[config.mk]
export PLATFORM = sky130hd
export DESIGN_NAME = fetch_sequencer
export DESIGN_NICKNAME = d
export VERILOG_FILES = /design/src/rtl/fetch_sequencer.sv
export SDC_FILE = /design/constraint.sdc
export NUM_CORES = 1
export LEC_CHECK = 0
export ABC_AREA = 1
export BUFFER_PORTS_ARGS = -buffer_cell sky130_fd_sc_hd__buf_2
export CAP_MARGIN = 15
export CORE_UTILIZATION = 50
export DETAILED_ROUTE_END_ITERATION = 10
export GPL_ROUTABILITY_DRIVEN = 0
export GPL_TIMING_DRIVEN = 0
export PLACE_DENSITY = 0.85
export SLEW_MARGIN = 20
export SYNTH_ARGS = -nofsm -noshare
export SYNTH_HDL_FRONTEND = slang
export SYNTH_SLANG_ARGS = --single-unit
export TNS_END_PERCENT = 10
[constraint.sdc]
create_clock -name clk -period 2.1 [get_ports clk]
set_input_delay 0.315 -clock clk [delete_from_list [all_inputs] [get_ports clk]]
set_output_delay 0.315 -clock clk [all_outputs]
set_load 0.03 [all_outputs]
[src/rtl/fetch_sequencer.sv]
// Instruction fetch / PC sequencer: request-ready fetch, holds the word until
// the datapath retires it, applies redirects and halts on EBREAK, step or fault.
module fetch_sequencer #(
    parameter logic [31:0] RESET_PC       = 32'h0000_0000,
    parameter int          TIMEOUT        = 16,
    parameter bit          HALT_ON_EBREAK = 1'b1
) (
    input  logic        clk,
    input  logic        reset,
    output logic        imem_req,
    output logic [31:0] imem_addr,
    input  logic        imem_ready,
    input  logic [31:0] imem_rdata,
    output logic [31:0] instr,
    output logic        instr_valid,
    input  logic        instr_ack,
    input  logic        redirect_valid,
    input  logic [31:0] redirect_target,
    input  logic        step_mode,
    input  logic        resume,
    output logic [31:0] pc,
    output logic        halted,
    output logic [1:0]  err_code,
    output logic [31:0] retire_count
);

    localparam logic [31:0] EBREAK_WORD = 32'h0010_0073;
    localparam int          TW          = $clog2(TIMEOUT + 1);

    typedef enum logic [1:0] {
        ST_FETCH,
        ST_EXEC,
        ST_HALT
    } state_t;

    state_t         state_reg;
    logic [31:0]    pc_reg;
    logic [31:0]    instr_reg;
    logic           instr_valid_reg;
    logic           imem_req_reg;
    logic           halted_reg;
    logic [1:0]     err_code_reg;
    logic [31:0]    retire_count_reg;
    logic [TW-1:0]  tcount_reg;

    assign imem_req     = imem_req_reg;
    assign imem_addr    = pc_reg;
    assign pc           = pc_reg;
    assign instr        = instr_reg;
    assign instr_valid  = instr_valid_reg;
    assign halted       = halted_reg;
    assign err_code     = err_code_reg;
    assign retire_count = retire_count_reg;

    always_ff @(posedge clk) begin
        if (reset) begin
            state_reg        <= ST_FETCH;
            pc_reg           <= RESET_PC;
            instr_reg        <= 32'h0;
            instr_valid_reg  <= 1'b0;
            imem_req_reg     <= 1'b0;
            halted_reg       <= 1'b0;
            err_code_reg     <= 2'd0;
            retire_count_reg <= 32'h0;
            tcount_reg       <= '0;
        end else begin
            case (state_reg)
                ST_FETCH: begin
                    // After reset FETCH is entered with the request low; raise it here.
                    if (!imem_req_reg) begin
                        imem_req_reg <= 1'b1;
                        tcount_reg   <= '0;
                    end else if (imem_ready) begin
                        instr_reg       <= imem_rdata;
                        instr_valid_reg <= 1'b1;
                        imem_req_reg    <= 1'b0;
                        state_reg       <= ST_EXEC;
                    end else if (tcount_reg == TW'(TIMEOUT - 1)) begin
                        tcount_reg   <= tcount_reg + 1'b1;
                        err_code_reg <= 2'd1;
                        halted_reg   <= 1'b1;
                        imem_req_reg <= 1'b0;
                        state_reg    <= ST_HALT;
                    end else begin
                        tcount_reg <= tcount_reg + 1'b1;
                    end
                end

                ST_EXEC: begin
                    if (instr_ack) begin
                        instr_valid_reg  <= 1'b0;
                        retire_count_reg <= retire_count_reg + 32'd1;
                        if (redirect_valid && (redirect_target[1:0] != 2'b00)) begin
                            // Misaligned target: retire but keep pc for the debugger.
                            err_code_reg <= 2'd2;
                            halted_reg   <= 1'b1;
                            state_reg    <= ST_HALT;
                        end else begin
                            pc_reg <= redirect_valid ? redirect_target : pc_reg + 32'd4;
                            if (HALT_ON_EBREAK && (instr_reg == EBREAK_WORD)) begin
                                halted_reg <= 1'b1;
                                state_reg  <= ST_HALT;
                            end else if (step_mode) begin
                                halted_reg <= 1'b1;
                                state_reg  <= ST_HALT;
                            end else begin
                                imem_req_reg <= 1'b1;
                                tcount_reg   <= '0;
                                state_reg    <= ST_FETCH;
                            end
                        end
                    end
                end

                ST_HALT: begin
                    // Errors are sticky: only reset leaves a faulted halt.
                    if (resume && (err_code_reg == 2'd0)) begin
                        halted_reg   <= 1'b0;
                        imem_req_reg <= 1'b1;
                        tcount_reg   <= '0;
                        state_reg    <= ST_FETCH;
                    end
                end

                default: begin
                    state_reg <= ST_FETCH;
                end
            endcase
        end
    end

endmodule

==> results.json, run 1 <==
{
  "powerDensity_nw_per_um2": 848.6,
  "synth_area_leaders": "dfxtp_1, nand2_1, nor2_1, inv_1, a21oi_1",
  "grt_pass1_vias": 6405,
  "synth-edff-count": 0,
  "synth_area_um2": 6424,
  "dieArea_um2": 13300,
  "cts_buffer_depth": 2,
  "clockRootBuffer": "clkbuf_16",
  "dp_cells": 1370,
  "synth_largest_area_cell": "dfxtp_1",
  "tns_ns": 0,
  "antenna_found_initial": 1,
  "drv_cap": 0,
  "peakVddDrop_mv": 0.4845,
  "die_x_um": 115.3,
  "grt_overflow": 0,
  "drt-pass1-iter-count": 6,
  "startpoint_type": "flop",
  "wl_per_cell_um": 13.94,
  "diodes": 0,
  "setup_viol_count_final": 0,
  "port_buffers": 203,
  "crit_required_ns": 2.38,
  "ant_nets": 0,
  "finClkSkew_ns": 0.007265,
  "max-slew-margin-rel_pct": 48.72,
  "worstSetupEndpointType": "flop",
  "drive_gt1_share_pct": 24.96,
  "rsz0062_at_grt": "true",
  "cts_num_sinks": 108,
  "tightest_slew_ns": 0.7692,
  "critPathMaxFanout": 10,
  "synth-main-ff-cell": "dfxtp_1",
  "vias_per_cell": 5.206,
  "hold_violations": 0,
  "min_period_ns": 1.936,
  "fin_nets": 1288,
  "syn-num-nets": 1074,
  "hpwl_um": 14850,
  "worstSkewPairLatency_ns": 0.36,
  "synth-warning-count": 0,
  "start_util_pct": 51.11,
  "cts_inserted_buffers": 9,
  "async_flop_share_pct": 0,
  "area_growth_pct": 24.35,
  "clkTransAtPathRegs_ns": 0.08,
  "cts_tree": "yes",
  "rrSetupSlack_ns": 0.16,
  "ys_top_cells_by_count": "nand2_1, nor2_1, inv_1",
  "synth_top_area_share_pct": 33.66,
  "min_period_over_period_pct": 92.17,
  "crit_type": "reg -> reg",
  "yosys.cell_types.count": 44,
  "syn_area_per_cell_um2": 6.456,
  "drc": 0,
  "core_area_um2": 12570,
  "postSynthCellCount": 995,
  "cts_hold_buf": 0,
  "layoutNonFillerInstCount": 1386,
  "hold_class": "in -> reg",
  "crit_arrival_ns": 2.22,
  "num_io_pins": 204,
  "grt_usage_pct": 29.43,
  "synth-seq-cells": 108,
  "final_max_slew_viol_count": 0,
  "status": "finished, final reports clean",
  "grt_max_degree": 19,
  "finish.utilization_pct": 63.55,
  "fmax_mhz": 516.7,
  "num_vias": 7215,
  "yosysMostFrequentCell": "nand2_1",
  "row_count": 41,
  "p_leak_nw": 3.838,
  "wl_um": 19320,
  "fill_cells": 1189,
  "drtIter0Drc": 490,
  "htree_levels": 3,
  "grt_pass1_wl_um": 30620,
  "die_y_um": 115.3,
  "yosysSeqAreaShare_pct": 33.66
}
layout make-up:
| type | count | area, um^2 | area share [%] |
|---|---|---|---|
| clock buffer | 10 | 229.0 | 2.867 |
| buffer | 62 | 384.1 | 4.809 |
| timing repair buffer | 203 | 1016 | 12.72 |
| inverter | 119 | 451.7 | 5.655 |
| tap | 172 | 215.2 | 2.694 |
| clock inverter | 6 | 96.34 | 1.206 |
| sequential | 108 | 2162 | 27.07 |
| multi-input combinational | 706 | 3433 | 42.98 |
worst paths after layout:
check,from,endpoint,cells past startpoint
setup / recovery,state_reg[0]$_SDFFE_PP0P_,instr[25]$_SDFFE_PP0P_,8
hold / removal,imem_rdata[4],instr[4]$_SDFFE_PP0P_,3
setup reg to reg,state_reg[0]$_SDFFE_PP0P_,instr[25]$_SDFFE_PP0P_,8
hold reg to reg,instr[12]$_SDFFE_PP0P_,instr[12]$_SDFFE_PP0P_,2
critical path, cell delays in order, from the launching register on:
cell and delay (ns):
dfxtp_1 0.34, inv_1 0.09, ha_1 0.24, nand2_1 0.11, nor2_2 0.29, inv_1 0.14
clkbuf_1 0.22, buf_2 0.23, a21oi_1 0.19
power breakdown:
part | internal (mW) | total [mW] | switching, mW
registers | 2.30 | 2.52 | 0.213
logic | 0.724 | 2.35 | 1.63
clock network | 1.06 | 1.91 | 0.843
total | 4.09 | 6.78 | 2.69
routing by layer:
metal	wire [um]	up-vias	track usage, %
met4	496	0	12.64
met3	1428	39	4.323
met5	0	-	0
met2	8968	331	48.46
li1	-	3610	-
met1	8424	3235	38.36
metrics by stage:
| stage | total power, mW | worst slack, ns | cell area, um^2 | hold slack, ns |
|---|---|---|---|---|
| floorplan | 4.191 | 0.4027 | 6424 | 0.4499 |
| global placement | 4.810 | 0.2113 | 7655 | 0.4544 |
| detailed placement | 4.864 | 0.1717 | 7655 | 0.4631 |
| CTS | 6.744 | 0.1556 | 7980 | 0.1733 |
| global route | 7.109 | -0.001390 | 7988 | 0.1973 |
| finish | 6.778 | 0.1645 | 7988 | 0.1746 |
placed cells by master, fill, tap and decap left out, types with 5 or more instances in the layout:
| master | n |
|---|---|
| a21oi_1 | 78 |
| buf_2 | 211 |
| buf_4 | 33 |
| clkbuf_1 | 16 |
| clkbuf_16 | 9 |
| dfxtp_1 | 108 |
| ha_1 | 8 |
| inv_1 | 111 |
| inv_2 | 6 |
| nand2_1 | 232 |
| nand2_2 | 5 |
| nand3_1 | 58 |
| nand3b_1 | 8 |
| nand4_1 | 20 |
| nor2_1 | 151 |
| nor2_2 | 7 |
| nor2_4 | 7 |
| nor3_1 | 28 |
| o21ai_0 | 60 |
what timing repair did:
action                                  4_1_cts  5_1_grt
resized for setup                             0        3
setup buffers                                 0        0
endpoints found under the setup margin        0        6
kinds of logic (layout without fill, tap and decap cells):
logic type / count (synthesis) / count (layout) / share of synthesized area (%)
and+or+nand+nor: 536 / 536 / 38.18
xor gates and xnor gates: 5 / 5 / 0.6819
DFF: 108 / 108 / 33.66
AOI/OAI and AO/OA: 157 / 157 / 12.91
adders and majority gates: 8 / 8 / 1.558
buffers and inverters: 181 / 400 / 13.01
No activity file was read; power rests on OpenSTA's default activity.
==> run 2, diff against run 1 <==
--- a/config.mk
+++ b/config.mk
@@ -11,7 +11,6 @@
 export CORE_UTILIZATION = 50
 export DETAILED_ROUTE_END_ITERATION = 10
 export GPL_ROUTABILITY_DRIVEN = 0
-export GPL_TIMING_DRIVEN = 0
 export PLACE_DENSITY = 0.85
 export SLEW_MARGIN = 20
 export SYNTH_ARGS = -nofsm -noshare
==> run 2 against run 1 <==
  * Critical path depth rose by 1
  * Fmax is 2.8% lower
  * Die area unchanged
  * Critical endpoint is now tcount_reg[4]$_SDFFE_PP0P_
==> results.json, run 2 (synthesis gave the netlist of run 1 again) <==
{
  "status": "finished, final reports clean",
  "switching_share_pct": 39.77,
  "min_period_over_period_pct": 94.82,
  "dieArea_um2": 13300,
  "hold_start": "imem_rdata[0]",
  "drt-pass1-iter-count": 6,
  "grt_overflow": 0,
  "powerDensity_nw_per_um2": 854.1,
  "cts_buffer_depth": 2,
  "start_util_pct": 51.11,
  "max-slew-margin-rel_pct": 67.56,
  "vias_per_cell": 5.240,
  "htree_levels": 3,
  "total_power_mw": 6.553,
  "layout_common_cells": "nand2_1, buf_2, nor2_1",
  "num_io_pins": 204,
  "p_leak_nw": 3.627,
  "hold_violations": 0,
  "hpwl_um": 13270,
  "r2r_start": "state_reg[1]$_SDFFE_PP0P_",
  "reg2reg_to": "tcount_reg[4]$_SDFFE_PP0P_",
  "seqPwrFrac_pct": 38.4,
  "crit_required_ns": 2.40,
  "wl_um": 17960,
  "row_count": 41,
  "peakVddDrop_mv": 0.4611,
  "crit_path_max_incr_delay_ns": 0.39,
  "worstSkewPairLatency_ns": 0.36,
  "p_clk_share_pct": 27.0,
  "whs_endpoint": "instr[0]$_SDFFE_PP0P_",
  "die_y_um": 115.3,
  "rrSetupSlack_ns": 0.11,
  "grt_pass1_vias": 6196,
  "finClkSkew_ns": 0.006248,
  "ant_nets": 0,
  "drive_gt1_share_pct": 23.22,
  "drv_cap": 0,
  "grt_usage_pct": 27.63,
  "drtIter0Drc": 543,
  "min_path_cells": 3,
  "p_comb_share_pct": 34.6,
  "port_buffers": 203,
  "path_common_cell": "nand2_1",
  "antenna_found_initial": 2,
  "setup_viol_count_final": 0,
  "wl_per_cell_um": 13.44,
  "grt_max_degree": 59,
  "intPower_mw": 3.947,
  "num_vias": 7001,
  "final_common_cell": "nand2_1",
  "core_area_um2": 12570,
  "cts_tree": "yes",
  "cts_num_sinks": 108,
  "drc": 0,
  "startpoint_type": "flop",
  "final_max_slew_viol_count": 0,
  "min_period_ns": 1.991,
  "critical_path.slowest_cell": "dfxtp_1",
  "clkTransAtPathRegs_ns": 0.07,
  "finish.utilization_pct": 61.05,
  "critPathMaxFanout": 6,
  "die_x_um": 115.3,
  "crit_arrival_ns": 2.29,
  "worstSetupEndpointType": "flop",
  "area_growth_pct": 19.44,
  "cts_inserted_buffers": 9,
  "r2r_cells": 9,
  "fin_nets": 1237,
  "hold_class": "in -> reg",
  "tightest_slew_ns": 0.4865,
  "fmax_mhz": 502.2,
  "clockRootBuffer": "clkbuf_16",
  "crit_type": "reg -> reg",
  "grt_pass1_wl_um": 29190,
  "path_cells": "inv_1, ha_1, buf_4, nand2_1, nor3b_4, nand4_1, nand2_1, nand2_1, nor2_1",
  "p_sw_mw": 2.606
}
## run 2: per-stage QoR
stage               setup WS, ns  cell area [um^2]  TNS (ns)  instances  hold WS (ns)
finish                    0.1089              7672         0       1336        0.1715
floorplan                 0.4027              6424         0        995        0.4499
CTS                       0.1138              7657         0       1335        0.1716
global placement          0.2380              7353         0       1319        0.4555
global route            -0.02158              7672  -0.02158       1336        0.1757
detailed placement        0.1452              7353         0       1319        0.4587
## run 2: worst max path at each step
stage                            endpoint  slack, ns                 startpoint  depth (start not counted)
6_report       tcount_reg[4]$_SDFFE_PP0P_       0.11  state_reg[1]$_SDFFE_PP0P_                          9
3_5_place_dp   tcount_reg[4]$_SDFFE_PP0P_       0.15  state_reg[1]$_SDFFE_PP0P_                          9
2_1_floorplan  imem_addr[28]$_SDFFE_PP0P_       0.40  imem_addr[3]$_SDFFE_PP0P_                         10
3_3_place_gp   tcount_reg[1]$_SDFFE_PP0P_       0.24  state_reg[1]$_SDFFE_PP0P_                          8
4_1_cts        tcount_reg[4]$_SDFFE_PP0P_       0.11  state_reg[1]$_SDFFE_PP0P_                          9
5_1_grt        tcount_reg[4]$_SDFFE_PP0P_      -0.02  state_reg[1]$_SDFFE_PP0P_                          9
## run 2: what timing repair did
item / in CTS / in global routing
setup buffers: 0 / 0
endpoints found under the setup margin: 0 / 6
gates resized for setup: 0 / 3
hold buffers: 0 / 0
## run 2: critical path: cells and delay by family (launching register included)
family | cells | cell delay (ns)
AND/OR/NAND/NOR | 6 | 1.01
buffers and inverters | 2 | 0.28
flip-flops | 1 | 0.39
adder cells (fa/ha/maj) | 1 | 0.25
## run 2: power by group through the flow
stage	combinational (mW)	sequential, mW	clock (mW)
floorplan	1.24	2.95	0
global placement	2.17	2.54	0
detailed placement	2.21	2.55	0
CTS	2.23	2.51	1.79
global route	2.51	2.55	1.88
finish	2.27	2.51	1.77
## run 2: metal layers
| layer | wire length [um] | GRT usage (%) | up-vias |
|---|---|---|---|
| li1 | - | - | 3504 |
| met1 | 7626 | 35.91 | 3124 |
| met4 | 550 | 13.07 | 0 |
| met5 | 0 | 0 | - |
| met2 | 8283 | 43.87 | 326 |
| met3 | 1499 | 5.588 | 47 |
## run 2: area by class of cell
| class | count | area [um^2] |
|---|---|---|
| fillers | 1150 | 4896 |
| multi-input cells | 706 | 3437 |
| flip-flops and latches | 108 | 2162 |
| repair buffers | 214 | 1099 |
| inverters | 119 | 452.9 |
| clock buffers | 11 | 242.7 |
| well taps | 172 | 215.2 |
| clock inverters | 5 | 61.31 |
| diodes | 1 | 2.502 |
==> run 3, diff against run 2 <==
--- a/config.mk
+++ b/config.mk
@@ -8,12 +8,12 @@
 export ABC_AREA = 1
 export BUFFER_PORTS_ARGS = -buffer_cell sky130_fd_sc_hd__buf_2
 export CAP_MARGIN = 15
-export CORE_UTILIZATION = 50
+export CORE_UTILIZATION = 30
 export DETAILED_ROUTE_END_ITERATION = 10
 export GPL_ROUTABILITY_DRIVEN = 0
-export PLACE_DENSITY = 0.85
+export PLACE_DENSITY = 0.58
 export SLEW_MARGIN = 20
 export SYNTH_ARGS = -nofsm -noshare
 export SYNTH_HDL_FRONTEND = slang
 export SYNTH_SLANG_ARGS = --single-unit
-export TNS_END_PERCENT = 10
+export TNS_END_PERCENT = 20
==> run 3 against run 2 <==
  * Utilization down 23 points
  * First-iteration DRC count down 32%
  * Sequential share of layout area is 0.82 points lower
  * Via count shrank 3.0%
  * Worst setup slack gained 0.12 ns
  * Critical path depth up 2
  * Global-route usage is 9.5 points lower
  * Clock power grew 11%
  * Hold slack improved by 0.0083 ns
  * Die area grew 65%
  * Final area grew 3.0%
  * Largest cell class unchanged
  * Highest routed layer unchanged
==> results.json, run 3 (synthesis gave the netlist of run 1 again) <==
{
  "p_leak_nw": 3.701,
  "grt_pass1_vias": 6270,
  "critical_path.slowest_cell": "dfxtp_1",
  "clockRootBuffer": "clkbuf_16",
  "row_count": 53,
  "peakVddDrop_mv": 0.4347,
  "postCtsSetupBuffers": 0,
  "hpwl_um": 15240,
  "grt_pass1_wl_um": 32040,
  "setup_viol_count_final": 0,
  "cts_inserted_buffers": 9,
  "layout_common_cells": "nand2_1, buf_2, nor2_1",
  "max-slew-margin-rel_pct": 66.83,
  "die_y_um": 148.3,
  "core_area_um2": 21020,
  "clkTransAtPathRegs_ns": 0.08,
  "wl_per_cell_um": 13.65,
  "fmax_mhz": 534.6,
  "crit_arrival_ns": 2.12,
  "hold_class": "in -> reg",
  "drtIter0Drc": 370,
  "cts_resized": 0,
  "cts_hold_buf": 0,
  "seqCellArea_um2": 2162,
  "diodes": 0,
  "htree_levels": 3,
  "cts_tree": "yes",
  "final_max_slew_viol_count": 0,
  "startpoint_type": "flop",
  "num_io_pins": 204,
  "drt-pass1-iter-count": 6,
  "finClkSkew_ns": 0.008968,
  "grt_usage_pct": 18.18,
  "min_path_cells": 3,
  "crit_type": "reg -> reg",
  "grt_max_degree": 59,
  "vias_per_cell": 4.698,
  "powerDensity_nw_per_um2": 859.0,
  "path_common_cell": "nand2_4",
  "rrSetupSlack_ns": 0.23,
  "crit_path_max_incr_delay_ns": 0.34,
  "finish.utilization_pct": 37.59,
  "fin_nets": 1244,
  "drive_gt1_share_pct": 23.85,
  "critPathTopFamily": "simple AND/OR/NAND/NOR gates",
  "antenna_found_initial": 0,
  "hold_start": "imem_rdata[6]",
  "fill_cells": 2308,
  "grt_overflow": 0,
  "drc": 0,
  "dp_cells": 1428,
  "path_cells": "inv_1, ha_1, nand2_4, inv_6, nand2_4, nor2_8, nand4_2, nor2_2, nand3_1, o21ai_0, nor2_1",
  "wl_um": 19730,
  "whs_endpoint": "instr[6]$_SDFFE_PP0P_",
  "rsz0062_at_grt": "false",
  "critPathMaxFanout": 10,
  "crit_required_ns": 2.35,
  "num_vias": 6789,
  "ant_nets": 0,
  "drv_cap": 0,
  "status": "finished, final reports clean",
  "min_period_ns": 1.871,
  "r2r_cells": 11,
  "port_buffers": 203,
  "die_x_um": 148.3,
  "cts_num_sinks": 108,
  "start_util_pct": 30.56,
  "tns_ns": 0,
  "reg2reg_to": "retire_count[24]$_SDFFE_PP0P_",
  "worstSetupEndpointType": "flop",
  "min_period_over_period_pct": 89.07,
  "layoutNonFillerInstCount": 1445,
  "dieArea_um2": 22000,
  "cts_buffer_depth": 2,
  "area_growth_pct": 23.00,
  "r2r_start": "state_reg[1]$_SDFFE_PP0P_",
  "worstSkewPairLatency_ns": 0.36,
  "hold_violations": 0,
  "tightest_slew_ns": 0.4937,
  "multiInputGateArea_um2": 3426,
  "final_common_cell": "nand2_1",
  "crit_buf_inv": 2
}
==> run 3: cell types whose count changed in the layout (fill, tap and decap cells not counted), sizes merged, moves of 2 or more <==
cell,previous run,this run
clkinv,3,1
inv,117,123
clkbuf,11,9
buf,214,221
clkinvlp,3,0
==> run 3: per-layer routing <==
layer	track usage, %	share of wire [%]	vias to the layer above
met1	24.33	47	3037
met3	2.699	4.8	28
met5	0	0	-
met4	5.103	1.5	0
li1	-	-	3524
met2	30.21	46	200
==> run 3: report_power, final <==
group          switching, mW  internal (mW)
combinational           1.59          0.725
clock                  0.886           1.08
sequential             0.197           2.30
total                   2.67           4.11
==> run 3: worst max-delay path by stage <==
stage                                    from                             to  slack [ns]  cells past startpoint
floorplan           imem_addr[3]$_SDFFE_PP0P_     imem_addr[28]$_SDFFE_PP0P_        0.40                     10
global placement    state_reg[1]$_SDFFE_PP0P_     tcount_reg[4]$_SDFFE_PP0P_        0.23                      8
detailed placement  state_reg[1]$_SDFFE_PP0P_     tcount_reg[4]$_SDFFE_PP0P_        0.20                      8
CTS                 state_reg[1]$_SDFFE_PP0P_     tcount_reg[0]$_SDFFE_PP0P_        0.18                      8
global route        state_reg[0]$_SDFFE_PP0P_  retire_count[24]$_SDFFE_PP0P_        0.04                     10
finish              state_reg[1]$_SDFFE_PP0P_  retire_count[24]$_SDFFE_PP0P_        0.23                     11
==> run 3: tightest hold or removal path: cells and delay by family <==
kind / cells / cell delay, ns
buffers and inverters: 1 / 0.08
and+or+nand+nor: 2 / 0.11
==> run 3: area by class of cell <==
type                    count  area share, %
well taps                 275          4.355
multi-input cells         706          43.36
repair buffers            221          14.89
inverters                 119          5.717
flip-flops and latches    108          27.36
clock inverters             7          1.473
clock buffers               9          2.850
==> run 3: through the flow <==
stage                     hold WS [ns]  worst slack, ns  instance area [um^2]  total power, mW
after floorplan                 0.4499           0.4027                  6424            4.191
after global placement          0.4507           0.2339                  7552            4.821
after detailed placement        0.4549           0.1952                  7552            4.843
after CTS                       0.1732           0.1846                  7894            6.833
after global routing            0.1807          0.03871                  7901            7.240
final                           0.1798           0.2295                  7901            6.787
